===== config.mk =====
export PLATFORM = sky130hd
export DESIGN_NAME = multicycle_control_unit
export DESIGN_NICKNAME = d
export VERILOG_FILES = /design/src/rtl/multicycle_control_unit.sv
export SDC_FILE = /design/constraint.sdc
export NUM_CORES = 1
export LEC_CHECK = 0
export CORE_ASPECT_RATIO = 1.5
export CORE_MARGIN = 2
export CORE_UTILIZATION = 30
export DETAILED_ROUTE_END_ITERATION = 7
export GPL_ROUTABILITY_DRIVEN = 0
export HOLD_SLACK_MARGIN = 0.05
export PLACE_DENSITY = 0.53
export SKIP_CTS_REPAIR_TIMING = 1
export SYNTH_ARGS = -nofsm -noshare
export SYNTH_HDL_FRONTEND = slang
export SYNTH_SLANG_ARGS = --single-unit

===== constraint.sdc =====
create_clock -name clk_i -period 1.9 [get_ports clk_i]
set_input_delay 0.38 -clock clk_i [delete_from_list [all_inputs] [get_ports clk_i]]
set_output_delay 0.38 -clock clk_i [all_outputs]
set_load 0.005 [all_outputs]

===== src/rtl/multicycle_control_unit.sv =====
// -----------------------------------------------------------------------------
// multicycle_control_unit
// Registered, handshaked control unit for the pocket-calculator CPU. Accepts
// one decoded instruction at a time and drives one cycle of datapath strobes.
// FACT is run through a start/done handshake with the multi-cycle ALU.
//
// Optional build macro: CU_MC_TIMEOUT_EN
//   When defined, MC_WAIT is bounded by MC_TIMEOUT cycles; on expiry the unit
//   returns to IDLE, pulses timeout_o and skips the writeback. When undefined
//   the unit waits for mc_done_i indefinitely and timeout_o is tied low.
// -----------------------------------------------------------------------------
module multicycle_control_unit #(
    parameter int OPCODE_W   = 6,
    parameter int REG_SEL_W  = 1,
    parameter int STK_SEL_W  = 2,
    parameter int MC_TIMEOUT = 255
) (
    input  logic                      clk_i,
    input  logic                      rst_n_i,
    input  logic                      instr_valid_i,
    output logic                      instr_ready_o,
    input  logic [OPCODE_W-1:0]       opcode_i,
    input  logic [REG_SEL_W-1:0]      register_address_i,
    input  logic [STK_SEL_W-1:0]      register_address_stack_i,
    input  logic [3:0]                flags_i,
    input  logic                      mc_done_i,
    output logic                      mc_start_o,
    output logic                      alu_o,
    output logic                      bra_o,
    output logic                      bra_taken_o,
    output logic                      load_o,
    output logic                      store_o,
    output logic                      copy_o,
    output logic                      push_o,
    output logic                      pop_o,
    output logic                      mov_o,
    output logic                      sel_flag_o,
    output logic                      sel_acc_o,
    output logic                      sel_pc_o,
    output logic [(2**REG_SEL_W)-1:0] sel_reg_o,
    output logic                      busy_o,
    output logic                      illegal_o,
    output logic                      timeout_o
);

    localparam int NREG = 2 ** REG_SEL_W;

    // Opcode encodings, zero-extended to the configured opcode width.
    localparam logic [OPCODE_W-1:0] OP_BRZ    = OPCODE_W'(6'b000000);
    localparam logic [OPCODE_W-1:0] OP_BRN    = OPCODE_W'(6'b000001);
    localparam logic [OPCODE_W-1:0] OP_BRC    = OPCODE_W'(6'b000010);
    localparam logic [OPCODE_W-1:0] OP_BRO    = OPCODE_W'(6'b000011);
    localparam logic [OPCODE_W-1:0] OP_BRA    = OPCODE_W'(6'b000100);
    localparam logic [OPCODE_W-1:0] OP_NOT    = OPCODE_W'(6'b010011);
    localparam logic [OPCODE_W-1:0] OP_CMP    = OPCODE_W'(6'b010100);
    localparam logic [OPCODE_W-1:0] OP_INC    = OPCODE_W'(6'b010110);
    localparam logic [OPCODE_W-1:0] OP_DEC    = OPCODE_W'(6'b010111);
    localparam logic [OPCODE_W-1:0] OP_FACT   = OPCODE_W'(6'b011000);
    localparam logic [OPCODE_W-1:0] OP_MOV    = OPCODE_W'(6'b011001);
    localparam logic [OPCODE_W-1:0] OP_LOAD   = OPCODE_W'(6'b011010);
    localparam logic [OPCODE_W-1:0] OP_STORE  = OPCODE_W'(6'b011011);
    localparam logic [OPCODE_W-1:0] OP_COPY_X = OPCODE_W'(6'b011100);
    localparam logic [OPCODE_W-1:0] OP_COPY_Y = OPCODE_W'(6'b011101);
    localparam logic [OPCODE_W-1:0] OP_PUSH   = OPCODE_W'(6'b011110);
    localparam logic [OPCODE_W-1:0] OP_POP    = OPCODE_W'(6'b011111);

    // Fixed register selects used by COPY_X / COPY_Y.
    localparam logic [NREG-1:0] COPY_X_SEL = NREG'(1);
    localparam logic [NREG-1:0] COPY_Y_SEL = NREG'(1) << (1 % NREG);

    typedef enum logic [2:0] {
        S_IDLE     = 3'd0,
        S_EXEC     = 3'd1,
        S_MC_START = 3'd2,
        S_MC_WAIT  = 3'd3,
        S_MC_WB    = 3'd4
    } state_t;

    state_t                 state_q;
    logic [REG_SEL_W-1:0]   ra_q;

    logic                   instr_ready_q;
    logic                   busy_q;
    logic                   mc_start_q;
    logic                   alu_q;
    logic                   bra_q;
    logic                   bra_taken_q;
    logic                   load_q;
    logic                   store_q;
    logic                   copy_q;
    logic                   push_q;
    logic                   pop_q;
    logic                   mov_q;
    logic                   sel_flag_q;
    logic                   sel_acc_q;
    logic                   sel_pc_q;
    logic [NREG-1:0]        sel_reg_q;
    logic                   illegal_q;
    logic                   timeout_q;

    // Decoded strobes for the instruction presented on the inputs; these are
    // what EXEC will show if the instruction is accepted on this edge.
    logic                   dec_alu_d;
    logic                   dec_bra_d;
    logic                   dec_bra_taken_d;
    logic                   dec_load_d;
    logic                   dec_store_d;
    logic                   dec_copy_d;
    logic                   dec_push_d;
    logic                   dec_pop_d;
    logic                   dec_mov_d;
    logic                   dec_sel_flag_d;
    logic                   dec_sel_acc_d;
    logic                   dec_sel_pc_d;
    logic [NREG-1:0]        dec_sel_reg_d;
    logic                   dec_illegal_d;
    logic                   dec_fact_d;

    logic [NREG-1:0]        ra_onehot;
    logic [NREG-1:0]        wb_onehot;
    logic [NREG-1:0]        stk_onehot;
    logic [31:0]            stk_ext;
    logic                   stk_is_acc;
    logic                   stk_is_pc;
    logic                   stk_legal;

    assign stk_ext    = 32'(register_address_stack_i);
    assign stk_is_acc = (stk_ext == 32'(NREG));
    assign stk_is_pc  = (stk_ext == 32'(NREG + 1));
    assign stk_legal  = (stk_ext <= 32'(NREG + 1));

    // One-hot register selects: operand field, captured writeback target and
    // stack code (stack codes at or above NREG leave stk_onehot all-zero).
    generate
        for (genvar gi = 0; gi < NREG; gi++) begin : g_sel
            assign ra_onehot[gi]  = (register_address_i == REG_SEL_W'(gi));
            assign wb_onehot[gi]  = (ra_q == REG_SEL_W'(gi));
            assign stk_onehot[gi] = (stk_ext == 32'(gi));
        end
    endgenerate

    // Instruction decode table; anything not listed is flagged illegal.
    always_comb begin
        dec_alu_d       = 1'b0;
        dec_bra_d       = 1'b0;
        dec_bra_taken_d = 1'b0;
        dec_load_d      = 1'b0;
        dec_store_d     = 1'b0;
        dec_copy_d      = 1'b0;
        dec_push_d      = 1'b0;
        dec_pop_d       = 1'b0;
        dec_mov_d       = 1'b0;
        dec_sel_flag_d  = 1'b0;
        dec_sel_acc_d   = 1'b0;
        dec_sel_pc_d    = 1'b0;
        dec_sel_reg_d   = '0;
        dec_illegal_d   = 1'b0;
        dec_fact_d      = 1'b0;
        case (opcode_i)
            // flags_i is {O,C,N,Z}
            OP_BRZ: begin
                dec_bra_d       = 1'b1;
                dec_bra_taken_d = flags_i[0];
            end
            OP_BRN: begin
                dec_bra_d       = 1'b1;
                dec_bra_taken_d = flags_i[1];
            end
            OP_BRC: begin
                dec_bra_d       = 1'b1;
                dec_bra_taken_d = flags_i[2];
            end
            OP_BRO: begin
                dec_bra_d       = 1'b1;
                dec_bra_taken_d = flags_i[3];
            end
            OP_BRA: begin
                dec_bra_d       = 1'b1;
                dec_bra_taken_d = 1'b1;
            end
            OP_CMP: begin
                dec_alu_d      = 1'b1;
                dec_sel_flag_d = 1'b1;
            end
            OP_INC, OP_DEC, OP_NOT: begin
                dec_alu_d      = 1'b1;
                dec_sel_flag_d = 1'b1;
                dec_sel_reg_d  = ra_onehot;
            end
            OP_LOAD: begin
                dec_load_d    = 1'b1;
                dec_sel_reg_d = ra_onehot;
            end
            OP_STORE: begin
                dec_store_d   = 1'b1;
                dec_sel_reg_d = ra_onehot;
            end
            OP_MOV: begin
                dec_mov_d     = 1'b1;
                dec_sel_reg_d = ra_onehot;
            end
            OP_COPY_X: begin
                dec_copy_d    = 1'b1;
                dec_sel_reg_d = COPY_X_SEL;
            end
            OP_COPY_Y: begin
                dec_copy_d    = 1'b1;
                dec_sel_reg_d = COPY_Y_SEL;
            end
            OP_PUSH: begin
                if (stk_legal) begin
                    dec_push_d    = 1'b1;
                    dec_store_d   = 1'b1;
                    dec_sel_reg_d = stk_onehot;
                    dec_sel_acc_d = stk_is_acc;
                    dec_sel_pc_d  = stk_is_pc;
                end else begin
                    dec_illegal_d = 1'b1;
                end
            end
            OP_POP: begin
                if (stk_legal) begin
                    dec_pop_d     = 1'b1;
                    dec_load_d    = 1'b1;
                    dec_sel_reg_d = stk_onehot;
                    dec_sel_acc_d = stk_is_acc;
                    dec_sel_pc_d  = stk_is_pc;
                end else begin
                    dec_illegal_d = 1'b1;
                end
            end
            OP_FACT: begin
                dec_fact_d = 1'b1;
            end
            default: begin
                dec_illegal_d = 1'b1;
            end
        endcase
    end

`ifdef CU_MC_TIMEOUT_EN
    localparam int CNT_RAW = $clog2(MC_TIMEOUT + 1);
    localparam int CNT_W   = (CNT_RAW < 8) ? 8 : ((CNT_RAW > 32) ? 32 : CNT_RAW);
    // Count value seen in the last permitted MC_WAIT cycle.
    localparam logic [CNT_W-1:0] CNT_TERM = CNT_W'((MC_TIMEOUT > 0) ? (MC_TIMEOUT - 1) : 0);

    logic [CNT_W-1:0] cnt_q;
`endif

    // Main FSM; every output is a register updated alongside the state.
    always_ff @(posedge clk_i or negedge rst_n_i) begin
        if (!rst_n_i) begin
            state_q       <= S_IDLE;
            ra_q          <= '0;
            instr_ready_q <= 1'b1;
            busy_q        <= 1'b0;
            mc_start_q    <= 1'b0;
            alu_q         <= 1'b0;
            bra_q         <= 1'b0;
            bra_taken_q   <= 1'b0;
            load_q        <= 1'b0;
            store_q       <= 1'b0;
            copy_q        <= 1'b0;
            push_q        <= 1'b0;
            pop_q         <= 1'b0;
            mov_q         <= 1'b0;
            sel_flag_q    <= 1'b0;
            sel_acc_q     <= 1'b0;
            sel_pc_q      <= 1'b0;
            sel_reg_q     <= '0;
            illegal_q     <= 1'b0;
            timeout_q     <= 1'b0;
`ifdef CU_MC_TIMEOUT_EN
            cnt_q         <= '0;
`endif
        end else begin
            // Strobes and pulses are one cycle wide unless a state sets them.
            mc_start_q  <= 1'b0;
            alu_q       <= 1'b0;
            bra_q       <= 1'b0;
            bra_taken_q <= 1'b0;
            load_q      <= 1'b0;
            store_q     <= 1'b0;
            copy_q      <= 1'b0;
            push_q      <= 1'b0;
            pop_q       <= 1'b0;
            mov_q       <= 1'b0;
            sel_flag_q  <= 1'b0;
            sel_acc_q   <= 1'b0;
            sel_pc_q    <= 1'b0;
            sel_reg_q   <= '0;
            illegal_q   <= 1'b0;
            timeout_q   <= 1'b0;

            case (state_q)
                S_IDLE: begin
                    if (instr_valid_i) begin
                        ra_q          <= register_address_i;
                        instr_ready_q <= 1'b0;
                        busy_q        <= 1'b1;
                        if (dec_fact_d) begin
                            state_q    <= S_MC_START;
                            mc_start_q <= 1'b1;
                            alu_q      <= 1'b1;
                            sel_flag_q <= 1'b1;
                        end else begin
                            state_q     <= S_EXEC;
                            alu_q       <= dec_alu_d;
                            bra_q       <= dec_bra_d;
                            bra_taken_q <= dec_bra_taken_d;
                            load_q      <= dec_load_d;
                            store_q     <= dec_store_d;
                            copy_q      <= dec_copy_d;
                            push_q      <= dec_push_d;
                            pop_q       <= dec_pop_d;
                            mov_q       <= dec_mov_d;
                            sel_flag_q  <= dec_sel_flag_d;
                            sel_acc_q   <= dec_sel_acc_d;
                            sel_pc_q    <= dec_sel_pc_d;
                            sel_reg_q   <= dec_sel_reg_d;
                            illegal_q   <= dec_illegal_d;
                        end
                    end
                end

                S_EXEC: begin
                    state_q       <= S_IDLE;
                    instr_ready_q <= 1'b1;
                    busy_q        <= 1'b0;
                end

                S_MC_START: begin
                    // A done pulse coincident with the start cycle skips MC_WAIT.
                    if (mc_done_i) begin
                        state_q   <= S_MC_WB;
                        sel_reg_q <= wb_onehot;
                    end else begin
                        state_q <= S_MC_WAIT;
`ifdef CU_MC_TIMEOUT_EN
                        cnt_q   <= '0;
`endif
                    end
                end

                S_MC_WAIT: begin
                    // Done has priority over an expiring count.
                    if (mc_done_i) begin
                        state_q   <= S_MC_WB;
                        sel_reg_q <= wb_onehot;
`ifdef CU_MC_TIMEOUT_EN
                    end else if (cnt_q >= CNT_TERM) begin
                        state_q       <= S_IDLE;
                        timeout_q     <= 1'b1;
                        instr_ready_q <= 1'b1;
                        busy_q        <= 1'b0;
                    end else begin
                        cnt_q <= cnt_q + CNT_W'(1);
`endif
                    end
                end

                S_MC_WB: begin
                    state_q       <= S_IDLE;
                    instr_ready_q <= 1'b1;
                    busy_q        <= 1'b0;
                end

                default: begin
                    state_q       <= S_IDLE;
                    instr_ready_q <= 1'b1;
                    busy_q        <= 1'b0;
                end
            endcase
        end
    end

    // Ready is held low while reset is applied and rises the moment it is
    // released (the register itself resets to 1).
    assign instr_ready_o = instr_ready_q & rst_n_i;
    assign busy_o        = busy_q;
    assign mc_start_o    = mc_start_q;
    assign alu_o         = alu_q;
    assign bra_o         = bra_q;
    assign bra_taken_o   = bra_taken_q;
    assign load_o        = load_q;
    assign store_o       = store_q;
    assign copy_o        = copy_q;
    assign push_o        = push_q;
    assign pop_o         = pop_q;
    assign mov_o         = mov_q;
    assign sel_flag_o    = sel_flag_q;
    assign sel_acc_o     = sel_acc_q;
    assign sel_pc_o      = sel_pc_q;
    assign sel_reg_o     = sel_reg_q;
    assign illegal_o     = illegal_q;
    assign timeout_o     = timeout_q;

endmodule


==> results of run 1 <==
worst register-to-register path: stages, from the launching register on:
cell and delay (ns):
dfrtp_1 0.46, nor4b_4 0.45, nand2_2 0.17, nor4b_2 0.27
final timing paths:
check | start | depth (start not counted) | endpoint
max in group asynchronous | rst_n_i | 2 | instr_ready_q$_DFFE_PN1P_
min in group clk_i | instr_ready_q$_DFFE_PN1P_ | 2 | instr_ready_q$_DFFE_PN1P_
setup reg to reg | state_q[1]$_DFFE_PN0P_ | 3 | mov_o$_DFF_PN0_
hold / removal | rst_n_i | 2 | bra_o$_DFF_PN0_
hold reg to reg | instr_ready_q$_DFFE_PN1P_ | 2 | instr_ready_q$_DFFE_PN1P_
setup / recovery | instr_ready_q$_DFFE_PN1P_ | 2 | instr_ready_o
layout make-up:
type                       instances  share of cell area (%)
clock inverter                     1                   0.322
tap                               42                    3.38
sequential                        21                    33.9
timing repair buffer              47                    28.3
multi-input combinational         68                    30.9
clock buffer                       3                    2.66
inverter                           2                   0.483
cell usage in the layout (no fill, tap or decap), types with 2 or more instances in the layout:
cell type        Yosys  layout
clkdlybuf4s50_1      0      33
dfrtp_1             20      20
buf_4                2      13
nand2_1              7       7
nor2b_1              5       5
a21oi_1              5       5
nor3b_1              4       4
nor3_1               4       4
o21a_1               3       3
o211ai_1             3       3
and3b_1              3       3
nand2b_1             3       3
o21ai_0              3       3
clkbuf_8             0       3
nor2_1               2       2
and3_1               2       2
and2_1               2       2
inv_1                2       2
routing by layer:
metal,share of wire [%],up-vias
li1,-,439
met1,38,411
met2,56,24
met3,4.1,5
met4,2.5,0
met5,0,-
kinds of logic (layout without fill, tap and decap cells):
logic type | after synthesis | in the layout | share of synthesized area (%)
multiplexers | 1 | 1 | 0.952
XOR/XNOR | 1 | 1 | 0.833
AO/OA/AOI/OAI | 22 | 22 | 15.2
AND/OR/NAND/NOR | 43 | 43 | 28.3
flip-flops | 21 | 21 | 50.1
other | 1 | 1 | 0.357
buffers and inverters | 9 | 53 | 4.17
power by group through the flow:
stage               registers [mW]  clock network (mW)  logic, mW
detailed placement           0.482                   0      0.174
CTS                          0.473               0.311      0.174
finish                       0.473               0.297      0.171
global route                 0.475               0.325      0.191
global placement             0.482                   0      0.171
floorplan                    0.482                   0     0.0731
stage by stage:
step / utilization (%) / power [mW] / worst slack [ns] / TNS, ns / hold slack, ns
3_5_place_dp: 44.5 / 0.656 / -0.0256 / -0.0256 / 0.473
3_3_place_gp: 44.5 / 0.653 / -0.0289 / -0.0289 / 0.473
2_1_floorplan: - / 0.555 / 0.555 / 0 / 0.0844
6_report: 45.9 / 0.941 / 0.125 / 0 / 0.171
5_1_grt: 45.9 / 0.991 / 0.0733 / 0 / 0.208
4_1_cts: 45.9 / 0.959 / -0.0256 / -0.0256 / 0.493
==> reports/metrics.cfg, run 1 <==
[final_layout]
layout-drive-gt1-share_pct = 16.9
finalNetCount = 160
antenna_cells = 0
seq_area_um2 = 527
nFillCells = 358
syn_to_final_growth_pct = 47.9
multi_input_area_um2 = 480
finalNonFillerCells = 184
post-route-cell-area_um2 = 1550
largest-register = state_q
largest_reg_flops = 3

[sta]
fmax_mhz = 563
hold_violations = 0
setup_viol = 0
rsz0062_at_grt = false
clock_skew_ns = 0.00108
timing.final.crit_share_pct = 93.4
finalCriticalPeriod_ns = 1.78
final_max_slew_viol_count = 0

[critical_path]
crit_family = flip-flops
cp_num_buf_inv = 1
cpPeakStageDelay_ns = 0.53
startpoint_type = flip-flop
endpoint_kind = output pin
crit_chain = and2_1 > clkdlybuf4s50_1
required_ns = 1.52
crit_arrival_ns = 1.40
r2r_setup_slack_ns = 0.46
cp_slowest_cell = dfstp_2
cp_max_fo = 2
worstSetupPathType = reg -> out

[outcome]
outcome = completed

[logic_synthesis]
synth_top_cell_area_share_pct = 47.6
yosysWarnings = 0
postSynthCellCount = 98
synth_enable_flop_cells = 0
synthFlopType = dfrtp_1
synth_nets = 115
synth_top_area_cell = dfrtp_1
async_reset_ff_share_pct = 100
ys_types = 41
ys_ff_latch = 21
synthTopCellsByArea = dfrtp_1 (48%), nor2b_1 (3.0%), nor3b_1 (2.9%), dfstp_2 (2.5%), nand2_1 (2.5%)
synth-seq-area-share_pct = 50.1
syn_area_per_cell_um2 = 10.7
syn_area_um2 = 1050
synth_most_common_cell = dfrtp_1
ys_top_cells_by_count = dfrtp_1 (20), nand2_1 (7), a21oi_1 (5), nor2b_1 (5)

[grt]
grt_pass1_vias = 888
met2_usage_pct = 21.6
use_met3_pct = 1.18
grt_max_degree = 22
grt_antenna_before_repair = 0
grt.met1_usage_pct = 14.4
grt-busiest-layer = met2
grt_pass1_wl_um = 3820
globalRouteOverflowTotal = 0
grt_usage_pct = 12.5

[power]
p_switching_mw = 0.232
intPower_mw = 0.710
ir_drop_uv = 342
seqPwrFrac_pct = 50.3
pwr-share-comb_pct = 18.2
p_sw_share_pct = 24.6
p_clk_share_pct = 31.5
powerDensity_nw_per_um2 = 606
leakage_nw = 0.688

[clocking]
cts_tree = built
cts_buffers = 3
clk_latency_ns = 0.26
path_clk_slew_ns = 0.08
clockRootBuffer = clkbuf_8
htree_levels = 1
clock_sinks = 21
clk_path_buf_depth = 2

[die]
ios = 36
start_util_pct = 31.1
die_height_um = 76.5
num_rows = 26
core_area_um2 = 3380
die_w_um = 52.3
fp.dieArea_um2 = 4000

[place]
dpl-instance-area_um2 = 1510
io_buffers = 34
dp.cells = 180
place_hpwl_um = 1760

[routing]
vias = 879
wire_per_inst_um = 12.1
viasPerCell = 4.78
dr.pass1.iters = 4
ant_nets = 0
post-route-drc-count = 0
drtIter0Drc = 6
routed_wl_um = 2230

[hold_path]
min_path_type = in -> async

[job]
max_cap_viol_count = 0

(Power assumes the default switching activity.)
==> inputs of run 2 (changes only) <==
==> constraint.sdc (replaced) <==
create_clock -name clk_i -period 2.1 [get_ports clk_i]
set_input_delay 0.42 -clock clk_i [delete_from_list [all_inputs] [get_ports clk_i]]
set_output_delay 0.42 -clock clk_i [all_outputs]
set_load 0.005 [all_outputs]
==> run 2 against run 1 <==
Against the previous run:
- register-to-register slack gained 0.17 ns
- combinational power shrank 16%
- routed wire length rose by 0.99%
- flip-flop and latch count unchanged
- worst hold slack better by 0.31 ns
- count of clock-buffer cells in the layout unchanged
- utilization down 1.6 points
- first-iteration DRC count up 67%
- cell area decreased by 3.5%
- via count is 3.4% lower
- critical path depth increased by 1
- largest cell class unchanged
- largest power group unchanged
- highest routed layer unchanged
==> reports/metrics.cfg, run 2 (same netlist as run 1, synthesis figures left out) <==
[grt]
grt_usage_pct = 12.6  ; was 12.5%
grt_antenna_before_repair = 0  ; unchanged
grt_pass1_wl_um = 3840  ; was 3820 um
globalRouteOverflowTotal = 0  ; unchanged
grt_max_degree = 22  ; unchanged
grt_pass1_vias = 890  ; was 888

[power]
leakage_nw = 0.645  ; was 0.688 nW
powerDensity_nw_per_um2 = 558  ; was 606 nW/um^2
ir_drop_uv = 369  ; was 342 uV

[critical_path]
cpPeakStageDelay_ns = 0.52  ; was 0.53 ns
cp_common_cell = clkdlybuf4s50_1
crit_chain = clkdlybuf4s50_1 > and2_1 > clkdlybuf4s50_1  ; was and2_1 > clkdlybuf4s50_1
crit_family = buffers and inverters  ; was flip-flops
crit_arrival_ns = 1.58  ; was 1.40 ns
cp_num_buf_inv = 2  ; was 1
cp_max_fo = 2  ; unchanged
endpoint_kind = output pin  ; unchanged
startpoint_type = input port  ; was flip-flop
worstSetupPathType = in -> out  ; was reg -> out
cp_slowest_cell = clkdlybuf4s50_1  ; was dfstp_2
required_ns = 1.68  ; was 1.52 ns

[clocking]
cts_buffers = 3  ; unchanged
clockRootBuffer = clkbuf_8  ; unchanged
clk_latency_ns = 0.26  ; about the same
path_clk_slew_ns = 0.08  ; about the same
htree_levels = 1  ; unchanged
clock_sinks = 21  ; unchanged
cts_tree = built  ; unchanged
clk_path_buf_depth = 2  ; unchanged

[final_layout]
layout-drive-gt1-share_pct = 12.6  ; was 16.9%
largest_reg_flops = 3  ; unchanged
finalNetCount = 153  ; was 160
layout_commonest_cell = clkdlybuf4s50_1  ; unchanged
final_cell_mix = clkdlybuf4s50_1 (34), dfrtp_1 (20), nand2_1 (7)  ; was clkdlybuf4s50_1 (33), dfrtp_1 (20), buf_4 (13)
antenna_cells = 0  ; unchanged
syn_to_final_growth_pct = 42.6  ; was 47.9%
largest-register = state_q  ; unchanged

[sta]
final_max_slew_viol_count = 0  ; unchanged
tns_ns = 0  ; unchanged
rsz0062_at_grt = false  ; unchanged
finalCriticalPeriod_ns = 2.00
hold_violations = 0  ; unchanged
timing.final.crit_share_pct = 95.2
setup_ws_ns = 0.101  ; was 0.125 ns
finalHoldWorstSlack_ns = 0.483  ; was 0.171 ns
setup_viol = 0  ; unchanged
fmax_mhz = 500
clock_skew_ns = 0.00236  ; was 0.00108 ns

[die]
fp.dieArea_um2 = 4000  ; unchanged
core_area_um2 = 3380  ; unchanged
num_rows = 26  ; unchanged
die_height_um = 76.5  ; unchanged
ios = 36  ; unchanged
die_w_um = 52.3  ; unchanged
start_util_pct = 31.1  ; unchanged

[place]
place_ws_ns = 0.0933  ; was -0.0256 ns
place_hpwl_um = 1750  ; was 1760 um
io_buffers = 34  ; unchanged

[routing]
post-route-drc-count = 0  ; unchanged
wire_per_inst_um = 12.7  ; was 12.1 um
vias = 849  ; was 879
routed_wl_um = 2250  ; was 2230 um
ant_nets = 0  ; unchanged
dr.pass1.iters = 3  ; was 4
viasPerCell = 4.80  ; was 4.78
drtIter0Drc = 10  ; was 6

[job]
max_cap_viol_count = 0  ; unchanged

[outcome]
outcome = completed  ; unchanged

[hold_path]
min_path_type = reg -> reg  ; was in -> async

==> run 2: cell count changes in the layout (fill, tap and decap cells not counted) <==
cell and delta:
clkdlybuf4s50_1 +1, dlymetal6s2s_1 -1, buf_4 -7
==> run 2: worst paths after layout <==
path / startpoint / end / slack [ns] / cells past startpoint
worst max-delay path: rst_n_i / instr_ready_o / 0.10 / 3
worst min-delay path: instr_ready_q$_DFFE_PN1P_ / instr_ready_q$_DFFE_PN1P_ / 0.48 / 2
worst max register to register: state_q[1]$_DFFE_PN0P_ / mov_o$_DFF_PN0_ / 0.63 / 3
worst min register to register: instr_ready_q$_DFFE_PN1P_ / instr_ready_q$_DFFE_PN1P_ / 0.48 / 2
max in group asynchronous: rst_n_i / instr_ready_q$_DFFE_PN1P_ / 1.23 / 2
min in group asynchronous: rst_n_i / illegal_o$_DFF_PN0_ / 0.60 / 2
==> run 2: final cells by class <==
cell class | count | area (um^2)
multi-input cells | 68 | 480
well taps | 42 | 52.6
clock buffers | 3 | 41.3
inverters | 2 | 7.51
repair buffers | 40 | 385
flip-flops and latches | 21 | 527
fillers | 350 | 1880
clock inverters | 1 | 5.00
==> run 2: worst min-delay path, cell delays in order (launching register included) <==
cell and delay [ns]:
dfstp_2 0.37, inv_1 0.04, o21ai_0 0.07
==> run 2: power breakdown <==
part	switching, mW	internal (mW)	total (mW)	leakage (nW)
registers	0.00854	0.420	0.428	0.283
logic	0.0632	0.0812	0.144	0.337
clock network	0.132	0.132	0.264	0.0255
total	0.204	0.633	0.837	0.645
==> run 2: per-layer routing <==
metal,vias up,GRT usage (%),part of all wire [%]
met5,-,0,0
met4,0,6.67,1.8
met3,4,1.96,3.9
met2,19,22.5,54
met1,402,13.5,40
li1,424,-,-
==> run 2: through the flow <==
stage | total power [mW] | cell area, um^2 | utilization, % | std cells
4_1_cts | 0.853 | 1500 | 44.3 | 177
2_1_floorplan | 0.502 | 1050 | - | 98
6_report | 0.837 | 1500 | 44.3 | 177
3_5_place_dp | 0.582 | 1450 | 42.9 | 173
5_1_grt | 0.887 | 1500 | 44.3 | 177
3_3_place_gp | 0.580 | 1450 | 42.9 | 173
